==> config.mk <==
export PLATFORM = sky130hd
export DESIGN_NAME = am29_mpa_seq
export DESIGN_NICKNAME = d
export VERILOG_FILES = /design/src/rtl/am29_mpa_pkg.sv /design/src/rtl/am29_mpa_seq.sv
export SDC_FILE = /design/constraint.sdc
export NUM_CORES = 1
export LEC_CHECK = 0
export CAP_MARGIN = 20
export CORE_UTILIZATION = 44
export DETAILED_ROUTE_END_ITERATION = 6
export GPL_ROUTABILITY_DRIVEN = 0
export PLACE_DENSITY_LB_ADDON = 0.25
export SLEW_MARGIN = 40
export SYNTH_ARGS = -nofsm -noshare
export SYNTH_HDL_FRONTEND = slang
export SYNTH_SLANG_ARGS = --single-unit
==> constraint.sdc <==
create_clock -name clk -period 1.8 [get_ports clk]
set_input_delay 0.18 -clock clk [delete_from_list [all_inputs] [get_ports clk]]
set_output_delay 0.18 -clock clk [all_outputs]
set_load 0.02 [all_outputs]
==> src/rtl/am29_mpa_pkg.sv <==
`default_nettype none
// ============================================================================
//  Module   : am29_mpa_pkg
//  Purpose  : Shared definitions for lookahead-aware multi-precision
//             arithmetic controllers: mode encodings, sequencer states and
//             the word carry-out equation built from the group G/P outputs.
//  Revision : 1.0  initial release
// ============================================================================
package am29_mpa_pkg;

  // Operation modes, sampled together with start
  localparam logic [1:0] MODE_ADD = 2'b00;  // cin = 0
  localparam logic [1:0] MODE_SUB = 2'b01;  // cin = 1 (A + ~B + 1)
  localparam logic [1:0] MODE_ADC = 2'b10;  // cin = previous carry flag
  localparam logic [1:0] MODE_SBC = 2'b11;  // cin = previous carry flag

  // Sequencer states
  typedef enum logic [1:0] {
    IDLE = 2'd0,
    RUN  = 2'd1,
    DONE = 2'd2
  } state_t;

  // Carry out of a slice group from its active-low generate/propagate
  // outputs and the carry presented to it.
  function automatic logic carry4(input logic g_n, input logic p_n,
                                  input logic cin);
    return ~g_n | (~p_n & cin);
  endfunction

  // Carry into the least-significant word for a given mode. The extended
  // modes reuse the raw carry flag unchanged; for subtraction that flag is
  // already the inverted borrow.
  function automatic logic mode_cin(input logic [1:0] mode, input logic cflag);
    logic cin;
    case (mode)
      MODE_ADD: cin = 1'b0;
      MODE_SUB: cin = 1'b1;
      default:  cin = cflag;
    endcase
    return cin;
  endfunction

endpackage
`default_nettype wire

==> src/rtl/am29_mpa_seq.sv <==
`default_nettype none
// ============================================================================
//  Module   : am29_mpa_seq
//  Purpose  : Steps an NWORDS-word add/subtract through a bitslice ALU group,
//             LSW first, one word per clock. Supplies the group carry-in,
//             chains the lookahead-derived carry-out into the next word and
//             posts carry/zero/overflow flags on completion.
//  Revision : 1.0  initial release
// ============================================================================
module am29_mpa_seq #(
  parameter int NWORDS = 4,   // words per operation, 2..16
  parameter int IW     = 4    // word index width, NWORDS <= 2**IW
) (
  input  logic          clk,
  input  logic          rst_,
  input  logic          start,
  input  logic [1:0]    mode,
  input  logic          go_,
  input  logic          po_,
  input  logic          zero,
  input  logic          ovr,
  output logic [IW-1:0] widx,
  output logic          cn,
  output logic          we,
  output logic          busy,
  output logic          done,
  output logic          cflag,
  output logic          zflag,
  output logic          vflag
);

  import am29_mpa_pkg::*;

  localparam logic [IW-1:0] LAST_IDX = IW'(NWORDS - 1);

  state_t state;
  logic   creg;     // carry into the word currently in the slices
  logic   zacc;     // all words so far were zero
  logic   c4;       // carry out of the current word

  // Carry-out of the current word; the slices respond to cn within the cycle
  assign c4 = carry4(go_, po_, creg);

  // creg is zero outside RUN, so it serves directly as the registered cn
  assign cn = creg;

  // Sequencer: state, word counter, carry chain, zero accumulator and flags
  always_ff @(posedge clk or negedge rst_) begin
    if (!rst_) begin
      state <= IDLE;
      widx  <= '0;
      creg  <= 1'b0;
      zacc  <= 1'b0;
      we    <= 1'b0;
      busy  <= 1'b0;
      done  <= 1'b0;
      cflag <= 1'b0;
      zflag <= 1'b0;
      vflag <= 1'b0;
    end else begin
      case (state)
        IDLE: begin
          done <= 1'b0;
          if (start) begin
            state <= RUN;
            creg  <= mode_cin(mode, cflag);
            widx  <= '0;
            zacc  <= 1'b1;
            we    <= 1'b1;
            busy  <= 1'b1;
          end
        end

        RUN: begin
          if (widx == LAST_IDX) begin
            // Final word: its carry goes to the flag, not back into the chain
            state <= DONE;
            creg  <= 1'b0;
            cflag <= c4;
            zflag <= zacc & zero;
            vflag <= ovr;
            we    <= 1'b0;
            busy  <= 1'b0;
            done  <= 1'b1;
          end else begin
            creg <= c4;
            zacc <= zacc & zero;
            widx <= widx + 1'b1;
          end
        end

        DONE: begin
          state <= IDLE;
          widx  <= '0;
          done  <= 1'b0;
        end

        default: begin
          state <= IDLE;
          widx  <= '0;
          creg  <= 1'b0;
          we    <= 1'b0;
          busy  <= 1'b0;
          done  <= 1'b0;
        end
      endcase
    end
  end

endmodule
`default_nettype wire

==> impl_metrics.py, run 1 <==
metrics = {
    "run_status": {
        "outcome": "finished clean",
    },
    "die": {
        "core_area_sq_um": 1350,
        "die_height_um": 41.0,
        "die_area_sq_um": 1680,
        "num_io_pins": 20,
        "placementRows": 13,
        "start_util_pct": 49.5,
        "die_w_um": 41.0,
    },
    "timing": {
        "clock.fmax_ghz": 0.612,
        "tns_ns": 0,
        "rsz0062_at_grt": "no",
        "layout_setup_ws_ns": 0.167,
        "hold_viol": 0,
        "fin_crit_sh_pct": 90.7,
        "clock_skew_ns": 0.000678,
        "maxSlewHeadroom_pct": 61.2,
        "maxSlewViolCount": 0,
        "whs_ns": 0.271,
        "post-route-min-period_ns": 1.63,
        "tightest_slew_ns": 0.579,
        "setup_violations": 0,
    },
    "clock_network": {
        "htree_levels": 1,
        "hold_buffers": 0,
        "postCtsSetupBuffers": 0,
        "clockBufferDepth": 2,
        "clk_latency_ns": 0.27,
        "numCtsBuffers": 3,
        "root_buffer": "clkbuf_4",
        "cts_sinks": 13,
        "cts.clk_slew.worst_paths_ns": 0.07,
        "tritoncts": "yes",
        "cts_resized": 0,
    },
    "critical_path": {
        "worstPathCellList": "ha_1 -> nor3b_4 -> nand3b_4 -> mux2_4",
        "crit_buf_inv": 0,
        "crit_type": "flip-flop to flip-flop",
        "r2r_start": "widx[1]$_DFFE_PN0P_",
        "r2r_end": "vflag$_DFFE_PN0P_",
        "crit_path_end_kind": "flip-flop",
        "cp_data_required_time_ns": 1.97,
        "worstPathMaxFanout": 9,
        "r2r_slack_ns": 0.17,
        "startpoint": "widx[1]$_DFFE_PN0P_",
        "cp-start-kind": "flip-flop",
        "critPathTopFamily": "simple AND/OR/NAND/NOR gates",
        "worst-path-stages": 4,
        "rr_worst_depth": 4,
        "critPathArrivalTime_ns": 1.80,
        "worst_path_max_delay_cell": "dfrtp_1",
        "cp_slowest_stage_delay_ns": 0.42,
    },
    "power_and_ir_drop": {
        "power_leakage_uw": 0.000389,
        "p_int_uw": 938,
        "power_density_nw_per_um2": 1740,
        "p_switching_uw": 596,
        "seqPwrFrac_pct": 38.8,
        "peakVddDrop_mv": 0.932,
        "power_frac_clock_pct": 11.6,
        "combPwrFrac_pct": 49.6,
        "totalPowerFinal_uw": 1530,
        "switching_share_pct": 38.9,
    },
    "grt": {
        "grt_overflow": 0,
        "grt_max_degree": 18,
        "grt_pass1_wl_um": 1820,
        "track_usage_pct": 18.2,
        "antenna_found_initial": 0,
        "grt_pass1_vias": 402,
    },
    "detailed_routing": {
        "antenna_left": 0,
        "routed_wl_um": 1230,
        "wl_per_cell_um": 12.9,
        "routed_via_density": 5.36,
        "drc_errors": 0,
        "vias": 509,
        "drtPass1Iterations": 4,
        "drtIter0Drc": 3,
    },
    "worst_hold_path": {
        "hold_class": "input port to async pin",
    },
    "yosys": {
        "syn_avg_cell_area_sq_um": 11.0,
        "synthCells": 61,
        "yosysMostFrequentCell": "dfrtp_1",
        "yosysSeqAreaShare_pct": 48.7,
        "ys_types": 30,
        "ys_top_cells_by_area": "dfrtp_1, mux2_4, nor2_1",
        "synth_warnings": 0,
        "netlist_top_cells_count": "dfrtp_1, nor2_1, inv_1, nand2_1",
        "synthArstFlopShare_pct": 100,
        "synth-edff-count": 0,
        "ys_ff_latch": 13,
        "yosysTopAreaCell": "dfrtp_1",
        "syn_nets": 71,
        "syn_area_sq_um": 668,
        "synth_flop_cell": "dfrtp_1",
        "yosys.area.top_type_share_pct": 48.7,
    },
    "finish": {
        "num_antenna_cells": 0,
        "nets": 91,
        "area_growth_pct": 32.2,
        "drive_gt1_share_pct": 10.0,
        "fin_util_pct": 65.4,
    },
    "run": {
        "maxCapViolations": 0,
    },
    "placement": {
        "numPortBuffers": 19,
        "dp_hpwl_um": 866,
        "preCtsSetupSlack_ns": 0.157,
    },
}
per-stage QoR:
stage	instance area (sq um)	std cells
3_3_place_gp	857	91
5_1_grt	883	95
4_1_cts	883	95
6_report	883	95
3_5_place_dp	857	91
2_1_floorplan	668	61
cell usage in the layout (no fill, tap or decap), types with 3 or more instances in the layout:
cell and instances:
dfrtp_1 13, inv_1 4, nand2_1 4, nor2_1 6, clkdlybuf4s50_1 19, clkbuf_4 3
how the worst max path moves through the flow:
stage | end
floorplan | cflag$_DFFE_PN0P_
global placement | vflag$_DFFE_PN0P_
detailed placement | vflag$_DFFE_PN0P_
CTS | vflag$_DFFE_PN0P_
global route | cflag$_DFFE_PN0P_
finish | vflag$_DFFE_PN0P_
registers in the layout, indices dropped and copies added (netlist names):
register,cells
zflag,1
widx,4
done,1
state,2
cflag,1
vflag,1
busy,1
cn,1
zacc,1
kinds of logic (layout without fill, tap and decap cells):
kind of cell / count (synthesis) / in the layout / synth area share, %
and+or+nand+nor: 21 / 21 / 21.2
AOI/OAI and AO/OA: 14 / 14 / 15.5
DFF: 13 / 13 / 48.7
buffers and inverters: 8 / 27 / 5.24
muxes: 4 / 4 / 7.49
adders and majority gates: 1 / 1 / 1.87
power by group through the flow:
stage	Sequential, uW	Clock, uW	Combinational, uW
global route	622	198	836
finish	595	178	762
detailed placement	599	0	768
CTS	593	186	771
global placement	592	0	761
floorplan	673	0	393
layout make-up:
| type | count | area (sq um) |
|---|---|---|
| clock buffers | 4 | 26.3 |
| fillers | 104 | 467 |
| inverters | 4 | 15.0 |
| multi-input cells | 40 | 308 |
| flip-flops and latches | 13 | 325 |
| well taps | 15 | 18.8 |
| repair buffers | 19 | 190 |
metal layers:
layer | part of all wire, % | GRT usage, %
met2 | 43 | 24.6
met1 | 50 | 23.9
met3 | 5.3 | 8.15
met5 | 0 | 0
met4 | 1.4 | 10.0
worst register-to-register path, delay by kind of cell (launching register included):
kind | cells | cell delay (ns)
adders and majority gates | 1 | 0.21
muxes | 1 | 0.32
DFF | 1 | 0.42
and+or+nand+nor | 2 | 0.57
(Power assumes the default switching activity.)
==> inputs of run 2 (changes only) <==
==> constraint.sdc (replaced) <==
create_clock -name clk -period 1.6 [get_ports clk]
set_input_delay 0.16 -clock clk [delete_from_list [all_inputs] [get_ports clk]]
set_output_delay 0.16 -clock clk [all_outputs]
set_load 0.02 [all_outputs]
==> run 2 against run 1 <==
Routed wire length up 12%; clock skew up 0.0021 ns; non-clock buffer count rose by 6; final area up 5.9%; worst setup slack worse by 0.097 ns; cell count grew 6.3%; flip-flop and latch count stayed put; global-route usage rose by 2.1 points; register-to-register slack worse by 0.08 ns; clock-buffer cell count stayed put; first-iteration DRC count increased by 67%.
==> impl_metrics.py, run 2 (synthesized netlist as in run 1, its figures left out) <==
metrics = {
    "timing": {
        "post-route-min-period_ns": 1.53,
        "maxSlewViolCount": 0,
        "setup_violations": 0,
        "tightest_slew_ns": 0.512,
        "fin_crit_sh_pct": 95.6,
        "clock_skew_ns": 0.00280,
        "layout_setup_ws_ns": 0.0699,
        "clock.fmax_ghz": 0.654,
        "tns_ns": 0,
        "maxSlewHeadroom_pct": 65.9,
        "rsz0062_at_grt": "no",
        "hold_viol": 0,
    },
    "worst_hold_path": {
        "hold_class": "input port to async pin",
    },
    "detailed_routing": {
        "vias": 552,
        "drc_errors": 0,
        "antenna_left": 0,
        "drtIter0Drc": 5,
        "drtPass1Iterations": 4,
        "routed_wl_um": 1370,
        "routed_via_density": 5.47,
        "wl_per_cell_um": 13.6,
    },
    "clock_network": {
        "tritoncts": "yes",
        "htree_levels": 1,
        "clk_latency_ns": 0.27,
        "cts.clk_slew.worst_paths_ns": 0.07,
        "clockBufferDepth": 2,
        "cts_sinks": 13,
        "hold_buffers": 0,
        "root_buffer": "clkbuf_4",
        "numCtsBuffers": 3,
    },
    "grt": {
        "grt_max_degree": 18,
        "antenna_found_initial": 0,
        "track_usage_pct": 20.3,
        "grt_pass1_wl_um": 2060,
        "grt_overflow": 0,
        "grt_pass1_vias": 452,
    },
    "placement": {
        "dp_hpwl_um": 994,
        "numPortBuffers": 19,
        "preCtsSetupSlack_ns": 0.0136,
        "place_inst": 94,
    },
    "finish": {
        "reg_top3": "widx: 4 flops, state: 2 flops",
        "largest_reg_flops": 4,
        "layout.cells.non_filler": 101,
        "max_flop_register": "widx",
        "drive_gt1_share_pct": 19.8,
        "fin_util_pct": 69.3,
        "area_growth_pct": 40.1,
        "multi_input_area_sq_um": 310,
        "num_antenna_cells": 0,
        "regArea_sq_um": 328,
        "nets": 97,
        "layout_commonest_cell": "clkdlybuf4s50_1",
        "final_cell_mix": "clkdlybuf4s50_1, dfrtp_1, nor2_1, buf_4",
        "fillers": 109,
    },
    "die": {
        "die_area_sq_um": 1680,
        "start_util_pct": 49.5,
        "die_height_um": 41.0,
        "placementRows": 13,
        "num_io_pins": 20,
        "die_w_um": 41.0,
        "core_area_sq_um": 1350,
    },
    "critical_path": {
        "cp_slowest_stage_delay_ns": 0.64,
        "worstPathMaxFanout": 6,
        "worstPathCellList": "clkdlybuf4s50_1",
        "cp-start-kind": "flip-flop",
        "crit_path_end_kind": "primary output",
        "cp_data_required_time_ns": 1.44,
        "worst_path_max_delay_cell": "clkdlybuf4s50_1",
        "critPathArrivalTime_ns": 1.37,
        "crit_buf_inv": 1,
        "critPathTopFamily": "buffers and inverters",
        "crit_type": "flip-flop to primary output",
    },
    "power_and_ir_drop": {
        "power_density_nw_per_um2": 1950,
        "peakVddDrop_mv": 1.10,
        "power_leakage_uw": 0.000425,
        "totalPowerFinal_uw": 1830,
    },
    "run_status": {
        "outcome": "finished clean",
    },
    "run": {
        "maxCapViolations": 0,
    },
}
==> run 2: final timing paths <==
check                                         start                    to  slack [ns]  cells after the start
worst max-delay path            widx[2]$_DFFE_PN0P_               widx[2]        0.07                      1
worst min-delay path                           rst_   widx[2]$_DFFE_PN0P_        0.16                      1
worst max register to register  widx[1]$_DFFE_PN0P_   widx[0]$_DFFE_PN0P_        0.09                      5
worst min register to register    vflag$_DFFE_PN0P_     vflag$_DFFE_PN0P_        0.54                      1
max in group asynchronous                      rst_  state[1]$_DFFE_PN0P_        1.02                      2
min in group clk                               zero     zflag$_DFFE_PN0P_        0.48                      3
==> run 2: stage by stage <==
stage                     area [sq um]  hold WS [ns]
after CTS                          923         0.167
after global routing               936         0.180
after floorplan                    671        -0.136
after detailed placement           882         0.468
after global placement             882         0.478
final                              936         0.160
==> run 2: repair_timing <==
| action | 4_1_cts | 5_1_grt |
|---|---|---|
| gates cloned | 0 | 0 |
| setup endpoints to repair | 1 | 2 |
| setup buffers | 2 | 1 |
| resized for setup | 0 | 2 |
==> run 2: routing by layer <==
| layer | global-route usage, % | part of all wire [%] |
|---|---|---|
| met1 | 25.7 | 45 |
| met2 | 29.7 | 47 |
| met3 | 9.78 | 7.0 |
| met4 | 7.50 | 1.2 |
| met5 | 0 | 0 |
==> run 2: area by class of cell <==
cell class	instances	area share (%)
Multi-Input combinational cell	40	33.2
Timing Repair Buffer	25	25.4
Clock buffer	4	2.81
Inverter	4	1.60
Sequential cell	13	35.0
Tap cell	15	2.01
==> run 2: report_power, final <==
part	internal, uW	switching (uW)
Sequential	481	167
Clock	96.6	101
Combinational	549	435
